<file path="src/rtl/pkt_pkg.sv">
// Shared definitions for the DAQ packet framer: header magic, FSM states,
// header field widths and tuser flag positions.
package pkt_pkg;

    localparam logic [15:0] PKT_MAGIC = 16'hA55A;

    localparam int unsigned SEQ_W = 16;
    localparam int unsigned LEN_W = 16;

    // Flag positions measured down from the tuser MSB.
    localparam int unsigned HDR_FLAG_OFS = 1;
    localparam int unsigned PAD_FLAG_OFS = 2;

    typedef enum logic [2:0] {
        IDLE,
        HDR1,
        PAYLOAD,
        PAD,
        CSUM
    } pkt_state_t;

endpackage

</file>
<file path="src/rtl/axi_if.sv">
// AXI-stream signal bundle with master/slave views.
interface axi_if #(
    parameter int unsigned DATA_W = 32,
    parameter int unsigned USER_W = 8
);
    logic [DATA_W-1:0] tdata;
    logic              tvalid;
    logic              tready;
    logic              tlast;
    logic [USER_W-1:0] tuser;

    modport master (output tdata, output tvalid, output tlast, output tuser, input tready);
    modport slave  (input tdata, input tvalid, input tlast, input tuser, output tready);
endinterface

</file>
<file path="src/rtl/pkt_timeout_timer.sv">
// Starvation timer: counts enabled cycles and pulses expire on the cycle the
// count sits at TIMEOUT-1 while still enabled.
module pkt_timeout_timer #(
    parameter int unsigned TIMEOUT = 1024
) (
    input  logic clk,
    input  logic rst,
    input  logic clear,
    input  logic count_en,
    output logic expire
);
    localparam int unsigned W = $clog2(TIMEOUT);
    localparam logic [W-1:0] LAST = W'(TIMEOUT - 1);

    logic [W-1:0] tmo;

    assign expire = count_en && (tmo == LAST);

    always_ff @(posedge clk or posedge rst) begin
        if (rst) begin
            tmo <= '0;
        end else if (clear || expire) begin
            tmo <= '0;
        end else if (count_en) begin
            tmo <= tmo + W'(1);
        end
    end
endmodule

</file>
<file path="src/rtl/axi_packetizer.sv">
// Frames 32-bit samples into fixed-length packets (2 headers + PKT_LEN payload),
// zero-padding on starvation or early tlast. Define PKT_CHECKSUM_EN for a sum trailer.
module axi_packetizer
    import pkt_pkg::*;
#(
    parameter int unsigned DATA_W  = 32,
    parameter int unsigned USER_W  = 8,
    parameter int unsigned PKT_LEN = 64,
    parameter int unsigned TIMEOUT = 1024,
    parameter logic [7:0]  CH_ID   = 8'h00
) (
    input  logic   clk,
    input  logic   rst,
    axi_if.slave   s_axi_if,
    axi_if.master  m_axi_if
);
    generate
        if (DATA_W != 32 || USER_W < 3 || PKT_LEN < 2 || PKT_LEN > 65535 || TIMEOUT < 2) begin : g_bad_cfg
            $error("axi_packetizer: unsupported parameter set");
        end
    endgenerate

    localparam logic [LEN_W-1:0]  LEN_FIELD = LEN_W'(PKT_LEN);
    localparam logic [15:0]       CNT_LAST  = 16'(PKT_LEN - 1);
    localparam logic [DATA_W-1:0] HDR0      = {PKT_MAGIC, CH_ID, 8'h00};
    localparam logic [USER_W-1:0] HDR_FLAG  = USER_W'(1) << (USER_W - HDR_FLAG_OFS);
    localparam logic [USER_W-1:0] PAD_FLAG  = USER_W'(1) << (USER_W - PAD_FLAG_OFS);

    pkt_state_t        state, nstate;
    logic [SEQ_W-1:0]  seq;
    logic [15:0]       cnt;
    logic [DATA_W-1:0] m_data;
    logic [USER_W-1:0] m_user;
    logic              m_last, m_valid;

    logic              ld, accept, load, ld_last, cnt_inc, cnt_clr, seq_inc;
    logic [DATA_W-1:0] ld_data;
    logic [USER_W-1:0] ld_user;
    logic              tmo_en, tmo_clear, tmo_expire;
    logic              unused_in_flags;

`ifdef PKT_CHECKSUM_EN
    logic [DATA_W-1:0] csum;
`endif

    assign ld              = !m_valid || m_axi_if.tready;
    assign s_axi_if.tready = (state == PAYLOAD) && ld;
    assign accept          = s_axi_if.tvalid && s_axi_if.tready;
    assign unused_in_flags = ^s_axi_if.tuser[USER_W-1:USER_W-2];

    assign m_axi_if.tdata  = m_data;
    assign m_axi_if.tuser  = m_user;
    assign m_axi_if.tlast  = m_last;
    assign m_axi_if.tvalid = m_valid;

    // Backpressure stalls count as starvation too.
    assign tmo_en    = (state == PAYLOAD) && !accept;
    assign tmo_clear = (state != PAYLOAD) || accept;

    pkt_timeout_timer #(.TIMEOUT(TIMEOUT)) u_tmo (
        .clk      (clk),
        .rst      (rst),
        .clear    (tmo_clear),
        .count_en (tmo_en),
        .expire   (tmo_expire)
    );

    always_comb begin
        nstate  = state;
        load    = 1'b0;
        ld_data = '0;
        ld_user = '0;
        ld_last = 1'b0;
        cnt_inc = 1'b0;
        cnt_clr = 1'b0;
        seq_inc = 1'b0;
        case (state)
            IDLE: begin
                if (s_axi_if.tvalid && ld) begin
                    load    = 1'b1;
                    ld_data = HDR0;
                    ld_user = HDR_FLAG;
                    cnt_clr = 1'b1;
                    nstate  = HDR1;
                end
            end
            HDR1: begin
                if (ld) begin
                    load    = 1'b1;
                    ld_data = {seq, LEN_FIELD};
                    ld_user = HDR_FLAG;
                    nstate  = PAYLOAD;
                end
            end
            PAYLOAD: begin
                if (accept) begin
                    load    = 1'b1;
                    ld_data = s_axi_if.tdata;
                    ld_user = {2'b00, s_axi_if.tuser[USER_W-3:0]};
                    cnt_inc = 1'b1;
                    if (cnt == CNT_LAST) begin
`ifdef PKT_CHECKSUM_EN
                        nstate  = CSUM;
`else
                        ld_last = 1'b1;
                        seq_inc = 1'b1;
                        nstate  = IDLE;
`endif
                    end else if (s_axi_if.tlast) begin
                        nstate = PAD;
                    end
                end else if (tmo_expire) begin
                    nstate = PAD;
                end
            end
            PAD: begin
                if (ld) begin
                    load    = 1'b1;
                    ld_user = PAD_FLAG;
                    cnt_inc = 1'b1;
                    if (cnt == CNT_LAST) begin
`ifdef PKT_CHECKSUM_EN
                        nstate  = CSUM;
`else
                        ld_last = 1'b1;
                        seq_inc = 1'b1;
                        nstate  = IDLE;
`endif
                    end
                end
            end
            CSUM: begin
`ifdef PKT_CHECKSUM_EN
                if (ld) begin
                    load    = 1'b1;
                    ld_data = csum;
                    ld_user = HDR_FLAG | PAD_FLAG;
                    ld_last = 1'b1;
                    seq_inc = 1'b1;
                    nstate  = IDLE;
                end
`else
                nstate = IDLE;
`endif
            end
            default: nstate = IDLE;
        endcase
    end

    always_ff @(posedge clk or posedge rst) begin
        if (rst) begin
            state   <= IDLE;
            seq     <= '0;
            cnt     <= '0;
            m_data  <= '0;
            m_user  <= '0;
            m_last  <= 1'b0;
            m_valid <= 1'b0;
        end else begin
            state <= nstate;
            if (load) begin
                m_valid <= 1'b1;
                m_data  <= ld_data;
                m_user  <= ld_user;
                m_last  <= ld_last;
            end else if (m_axi_if.tready) begin
                m_valid <= 1'b0;
            end
            if (cnt_clr) begin
                cnt <= '0;
            end else if (cnt_inc) begin
                cnt <= cnt + 16'd1;
            end
            if (seq_inc) begin
                seq <= seq + SEQ_W'(1);
            end
        end
    end

`ifdef PKT_CHECKSUM_EN
    // Header 0 restarts the sum; every later word of the packet accumulates.
    always_ff @(posedge clk or posedge rst) begin
        if (rst) begin
            csum <= '0;
        end else if (load && state == IDLE) begin
            csum <= ld_data;
        end else if (load) begin
            csum <= csum + ld_data;
        end
    end
`endif

endmodule

</file>
<file path="src/flat_wrapper.sv">
// flat-port wrapper written by rule: the top's interface ports become plain ports
module axi_packetizer_flat import pkt_pkg::*;
#(
    parameter int unsigned DATA_W  = 32,
    parameter int unsigned USER_W  = 8,
    parameter int unsigned PKT_LEN = 64,
    parameter int unsigned TIMEOUT = 1024,
    parameter logic [7:0]  CH_ID   = 8'h00
)
  (clk, rst, s_axi_if_tdata, s_axi_if_tvalid, s_axi_if_tlast, s_axi_if_tuser, s_axi_if_tready, m_axi_if_tdata, m_axi_if_tvalid, m_axi_if_tlast, m_axi_if_tuser, m_axi_if_tready);
  axi_if #(.DATA_W(DATA_W), .USER_W(USER_W)) s_axi_if_i ();
  axi_if #(.DATA_W(DATA_W), .USER_W(USER_W)) m_axi_if_i ();
  input  logic clk;
  input  logic rst;
  input wire logic [$bits(s_axi_if_i.tdata)-1:0] s_axi_if_tdata;
  input wire logic [$bits(s_axi_if_i.tvalid)-1:0] s_axi_if_tvalid;
  input wire logic [$bits(s_axi_if_i.tlast)-1:0] s_axi_if_tlast;
  input wire logic [$bits(s_axi_if_i.tuser)-1:0] s_axi_if_tuser;
  output wire logic [$bits(s_axi_if_i.tready)-1:0] s_axi_if_tready;
  output wire logic [$bits(m_axi_if_i.tdata)-1:0] m_axi_if_tdata;
  output wire logic [$bits(m_axi_if_i.tvalid)-1:0] m_axi_if_tvalid;
  output wire logic [$bits(m_axi_if_i.tlast)-1:0] m_axi_if_tlast;
  output wire logic [$bits(m_axi_if_i.tuser)-1:0] m_axi_if_tuser;
  input wire logic [$bits(m_axi_if_i.tready)-1:0] m_axi_if_tready;
  assign s_axi_if_i.tdata = s_axi_if_tdata;
  assign s_axi_if_i.tvalid = s_axi_if_tvalid;
  assign s_axi_if_i.tlast = s_axi_if_tlast;
  assign s_axi_if_i.tuser = s_axi_if_tuser;
  assign s_axi_if_tready = s_axi_if_i.tready;
  assign m_axi_if_tdata = m_axi_if_i.tdata;
  assign m_axi_if_tvalid = m_axi_if_i.tvalid;
  assign m_axi_if_tlast = m_axi_if_i.tlast;
  assign m_axi_if_tuser = m_axi_if_i.tuser;
  assign m_axi_if_i.tready = m_axi_if_tready;
  axi_packetizer #(.DATA_W(DATA_W), .USER_W(USER_W), .PKT_LEN(PKT_LEN), .TIMEOUT(TIMEOUT), .CH_ID(CH_ID)) u_core (.clk(clk), .rst(rst), .s_axi_if(s_axi_if_i), .m_axi_if(m_axi_if_i));
endmodule
</file>
<file path="config.mk">
export PLATFORM = sky130hd
export DESIGN_NAME = axi_packetizer_flat
export DESIGN_NICKNAME = d
export VERILOG_FILES = /design/src/rtl/pkt_pkg.sv /design/src/rtl/axi_if.sv /design/src/rtl/pkt_timeout_timer.sv /design/src/rtl/axi_packetizer.sv /design/src/flat_wrapper.sv
export SDC_FILE = /design/constraint.sdc
export NUM_CORES = 1
export LEC_CHECK = 0
export BUFFER_PORTS_ARGS = -buffer_cell sky130_fd_sc_hd__buf_4
export CORE_MARGIN = 2
export CORE_UTILIZATION = 56
export CTS_BUF_LIST = sky130_fd_sc_hd__clkbuf_4
export DETAILED_ROUTE_END_ITERATION = 12
export PLACE_DENSITY = 0.91
export SYNTH_ARGS = -nofsm -noshare
export SYNTH_HDL_FRONTEND = slang
export SYNTH_HIERARCHICAL = 1
export SYNTH_SLANG_ARGS = --single-unit
</file>
<file path="constraint.sdc">
create_clock -name clk -period 3.4 [get_ports clk]
set_clock_uncertainty 0.1 [all_clocks]
set_input_delay 1.02 -clock clk [delete_from_list [all_inputs] [get_ports clk]]
set_output_delay 1.02 -clock clk [all_outputs]
set_load 0.005 [all_outputs]
</file>
**Yosys cells after proc, flatten, opt, wreduce, memory -nomap -nowiden**

Cells that the tools add are included.
Widths: inputs -> output; s select.

- Word-level logic and storage cells: 73
- Input port bits: 45
- Output and inout port bits: 43
- Bits in registers: 87

- Equality and inequality tests: 12
- Add/subtract/negate cells: 3
- Reductions and logical operators: 16
- Multiplexer cells: 34

Operators with widths:

| kind | number |
|---|---|
| $mux 32 | 3 |
| $pmux 32 s3 | 1 |
| $add 16x1->16 const B | 2 |
| $mux 16 | 2 |
| $pmux 8 s4 | 1 |
| $mux 3 | 8 |
| $mux 10 | 2 |
| $eq 16x6->1 const B | 1 |
| $mux 8 | 2 |
| $pmux 3 s4 | 1 |
| $add 10x1->10 const B | 1 |
| $eq 10x10->1 const B | 1 |
| $mux 1 | 9 |
| $ne 2x1->1 const B | 4 |
| $mux 7 | 1 |
| $eq 3x2->1 const B | 2 |
| $mux 6 | 1 |
| $ne 3x2->1 const B | 2 |
| $reduce_and 6->1 | 1 |
| $reduce_bool 2->1 | 3 |
| $logic_and 1x1->1 | 5 |
| $ne 4x4->1 const B | 1 |
| $pmux 1 s2 | 2 |
| $eq 3x1->1 const B | 1 |
| 5 further kinds | 8 |

**Logic depth before layout (Yosys ltp)**

- Depth after elaboration: 10
- Gate-level depth with buffers: 11

**Cells and area by module**

The synthesis kept the hierarchy.

Modules (own cells, without submodules):

| module | area each (µm²) | cells an instance | times used | seq. area each (µm²) |
|---|---|---|---|---|
| axi_packetizer | 3485.8 | 321 | 1 | 1901.8 |
| pkt_timeout_timer | 530.5 | 51 | 1 | 250.2 |

**Least setup slack after synthesis**

Ideal clock, no wire load.

- Kind: in2reg
- From: input port m_axi_if_tready
- To: register u_core.state[0]
- Stages: 11
- Data arrival time: 2.525 ns
- Buffers on the path: 2
- Data required time: 3.210 ns
- Library setup time: 0.090 ns
- Slack: 0.685 ns
- Path through: nand2b_1 > buf_2 > nand2_1 > nand2_1 > inv_1 > buf_6 > nand4_2 > nor3_1 > nand2_1 > o31a_1 > o221ai_1

- Longest elaborated chain between the ends: 8
- Elaborated cells between the ends (all ways): 15

RTL lines:

| element | RTL line | source |
|---|---|---|
| from (decl) | flat_wrapper.sv:24 | `input wire logic [$bits(m_axi_if_i.tready)-1:0] m_axi_if_tready;` |
| $logic_or 1x1->1 | axi_packetizer.sv:46 | `assign ld = !m_valid \|\| m_axi_if.tready;` |
| $logic_and 1x1->1 | axi_packetizer.sv:47 | `assign s_axi_if.tready = (state == PAYLOAD) && ld;` |
| $logic_and 1x1->1 | axi_packetizer.sv:48 | `assign accept = s_axi_if.tvalid && s_axi_if.tready;` |
| $logic_not 1->1 | axi_packetizer.sv:57 | `assign tmo_en = (state == PAYLOAD) && !accept;` |
| $logic_and 1x1->1 | axi_packetizer.sv:57 |  |
| named net u_core.tmo_en | axi_packetizer.sv:39 | `logic tmo_en, tmo_clear, tmo_expire;` |
| $logic_and 1x1->1 | pkt_timeout_timer.sv:17 | `assign expire = count_en && (tmo == LAST);` |
| named net u_core.tmo_expire | axi_packetizer.sv:39 |  |
| $ne 3x2->1 (no line) | n/a |  |
| $reduce_and 6->1 (no line) | n/a |  |
| to (signal assigned) | axi_packetizer.sv:160 | `state <= nstate;` |
| to (decl) | axi_packetizer.sv:29 | `pkt_state_t state, nstate;` |

The timed path passes the listed nets, and every way through them passes these cells.
A chain may end at the register's enable or synchronous reset.

**Final worst setup path**

- From: input port m_axi_if_tready
- To: output port s_axi_if_tready

- Longest elaborated chain between the ends: 2

RTL lines:

| element | RTL line | source |
|---|---|---|
| $logic_or 1x1->1 | axi_packetizer.sv:46 |  |
| $logic_and 1x1->1 | axi_packetizer.sv:47 |  |
| to (decl) | flat_wrapper.sv:19 | `output wire logic [$bits(s_axi_if_i.tready)-1:0] s_axi_if_tready;` |

No other way between the ends.

==> summary.txt <==
Placed design
  – DP HPWL: 6.26 mm
  – Placer Congestion: 0.766
  – Number of port buffers: 85
  – Worst slack, placed: 502 ps
  – # placed instances: 541

Flow run
  – Max-cap violations: 0

Global routing
  – Vias in the first global route: 3219
  – First-pass GRT wire length: 15.0 mm
  – Initial antenna violation count: 0
  – GRT Overall Usage: 0.246
  – Largest net degree at the start of global routing: 77
  – Grt total ovfl: 0

CTS
  – TritonCTS clock tree: built
  – Hold_buf cts: 0
  – CTS Sinks: 86
  – Postcts setup bufs: 0
  – Max Root-Sink Buffers: 2
  – H-tree depth: 3
  – Cts bufs inserted: 9
  – CTS root buffer: clkbuf_4
  – Post_cts resized: 0
  – Clk slew on worst S/H paths: 160 ps
  – Clk Latency, worst-skew pair: 440 ps

Worst setup path
  – Crit Path Class: in2out
  – FF-to-FF setup slack: 1020 ps
  – R2r startpoint: u_core/state[1]
  – Critical R2R Capture: u_core/m_axi_if.tuser[3]
  – CP startpoint kind: input port
  – Critical Path AT: 1740 ps
  – WP data required: 2280 ps
  – Setup crit end kind: primary output
  – Worst-case reg-to-reg path depth: 4
  – Critical-path maximum fanout: 5

Timing
  – Worst-Margin Slew: 1050 ps
  – Final WS setup: 544 ps
  – Endpoints failing setup: 0
  – Setup tns final: 0 ps
  – Final period utilization: 0.840
  – Rel. slew slack: 0.296
  – Slew Viols, Final: 0
  – Worst Hold Slack: 385 ps
  – Crit path time final: 2860 ps
  – Final Hold Fails: 0
  – RSZ-0062 raised after global routing: false
  – Fmax: 350 MHz

Routing
  – Via Count: 3241
  – Final wirelength: 9.20 mm
  – Initial drt markers: 231
  – Post-route ant nets: 0
  – Vias/cell: 5.82
  – Post-route DRC: 0
  – Pre-antenna DRT Iters: 5
  – Wire per inst: 16.5 um

Synthesis
  – Sequential fraction of the synthesis area: 0.536
  – Main area contributors after synthesis: dfrtp_1 (54%), nand2_1 (4.8%), a22o_1 (4.6%)
  – Mapped Area: 0.00402 mm2
  – Mean Syn Cell Area: 10.8 um2
  – Mapped Nets: 420
  – Synth warn: 6
  – Cell variety after synth: 47
  – Post-synth EDFFs: 0
  – Register bit total from synthesis: 86
  – Top-area cell type share of the netlist area: 0.536
  – Area leader, netlist: dfrtp_1
  – Cells after Synth: 372
  – Main synth FF type: dfrtp_1
  – Async set-reset flop share out of synthesis: 1.00

Floorplanning
  – Core box area: 0.00687 mm2
  – Die H: 88.7 um
  – Row cnt: 30
  – DIE AREA: 0.00787 mm2
  – Die Wd: 88.7 um
  – I/O pin count: 88
  – Initial Utilization: 0.585

Layout
  – Seq. cell area: 0.00215 mm2
  – Post-route non-filler standard cell count: 557
  – Multi-input logic area: 0.00172 mm2
  – Share of layout cells above drive strength 1: 0.289
  – Area Growth Syn to Fin: 23.0%
  – Leading cell type in the layout, fill and taps excluded: buf_4
  – Layout Nets: 504
  – # fillers: 465
  – Commonest cells after routing, fill and taps aside: buf_4 (89), dfrtp_1 (86), nand2_1 (51), a22o_1 (21), nand3_1 (18)
  – Diodes inserted: 0

Power
  – Leakage: 2.38 nW
  – Pwr dens: 422 mW/mm2
  – Tot Pwr: 0.00209 W
  – VDD IR-drop max: 222 uV

Worst hold path
  – Hold endpoint: u_core/m_axi_if.tdata[30]
  – Hold Crit Start: u_core/m_axi_if.tdata[30]
  – Worst hold stages: 2
  – Hold Crit Class: reg2reg

Run status
  – Status: finished, final reports clean
-- logic make-up after synthesis --
logic type,synth area share
buffers and inverters,0.0355
AO/OA/AOI/OAI,0.131
AND/OR/NAND/NOR,0.219
multiplexers,0.0255
flip-flops,0.536
adder cells (fa/ha/maj),0.00935
XOR/XNOR,0.0436
-- Yosys cell counts, drive strengths merged (5+ instances only) --
master  number
or3          8
a22o        21
mux2i        8
nand2b       5
nand4       14
xor2        16
inv         12
buf         10
clkbuf       8
nor3        18
dfrtp       86
o31ai        5
nor2        12
a22oi       16
or4          6
a21oi       14
o21ai        9
and3         5
nand2       51
nand3       18
-- layer usage --
| layer | wire, um | track usage |
|---|---|---|
| met1 | 3760 | 0.307 |
| met2 | 4680 | 0.420 |
| met3 | 611 | 0.0616 |
| met4 | 155 | 0.0771 |
| met5 | 0 | 0 |
-- sequential cells by signal, indices dropped and copies added (netlist names) --
| register | flops |
|---|---|
| u_core/m_axi_if.tdata | 32 |
| u_core/m_axi_if.tvalid | 1 |
| u_core/m_axi_if.tuser | 8 |
| u_core/seq | 16 |
| u_core/u_tmo/tmo | 10 |
| u_core/cnt | 16 |
| u_core/m_axi_if.tlast | 1 |
| u_core/state | 2 |
-- critical path, stage by stage --
cell,delay [ps]
buf_4,110
nor2b_1,330
nor2_1,120
buf_4,150
-- power by group --
part           switching [W]  leakage, nW  internal, W
combinational       0.000116         1.13    0.0000981
clock               0.000376        0.102     0.000383
sequential         0.0000464         1.15      0.00107
-- through the flow --
| stage | utilization | instance area [um2] |
|---|---|---|
| 6_report | 0.719 | 4940 |
| 3_5_place_dp | 0.691 | 4750 |
| 2_1_floorplan | - | 4020 |
| 3_3_place_gp | 0.691 | 4750 |
| 5_1_grt | 0.719 | 4940 |
| 4_1_cts | 0.719 | 4940 |
-- cell type report --
type / count / area share
inverter: 12 / 0.00912
sequential: 86 / 0.436
tap: 96 / 0.0243
clock buffer: 9 / 0.0137
multi-input combinational: 256 / 0.349
clock inverter: 7 / 0.0253
timing repair buffer: 91 / 0.143
-- how the worst max path moves through the flow --
stage,from,end
2_1_floorplan,rst,u_core/cnt[0]
3_3_place_gp,m_axi_if_tready,s_axi_if_tready
3_5_place_dp,m_axi_if_tready,u_core/m_axi_if.tdata[2]
4_1_cts,m_axi_if_tready,s_axi_if_tready
5_1_grt,m_axi_if_tready,s_axi_if_tready
6_report,m_axi_if_tready,s_axi_if_tready
Power figures use the tool's default switching activity.
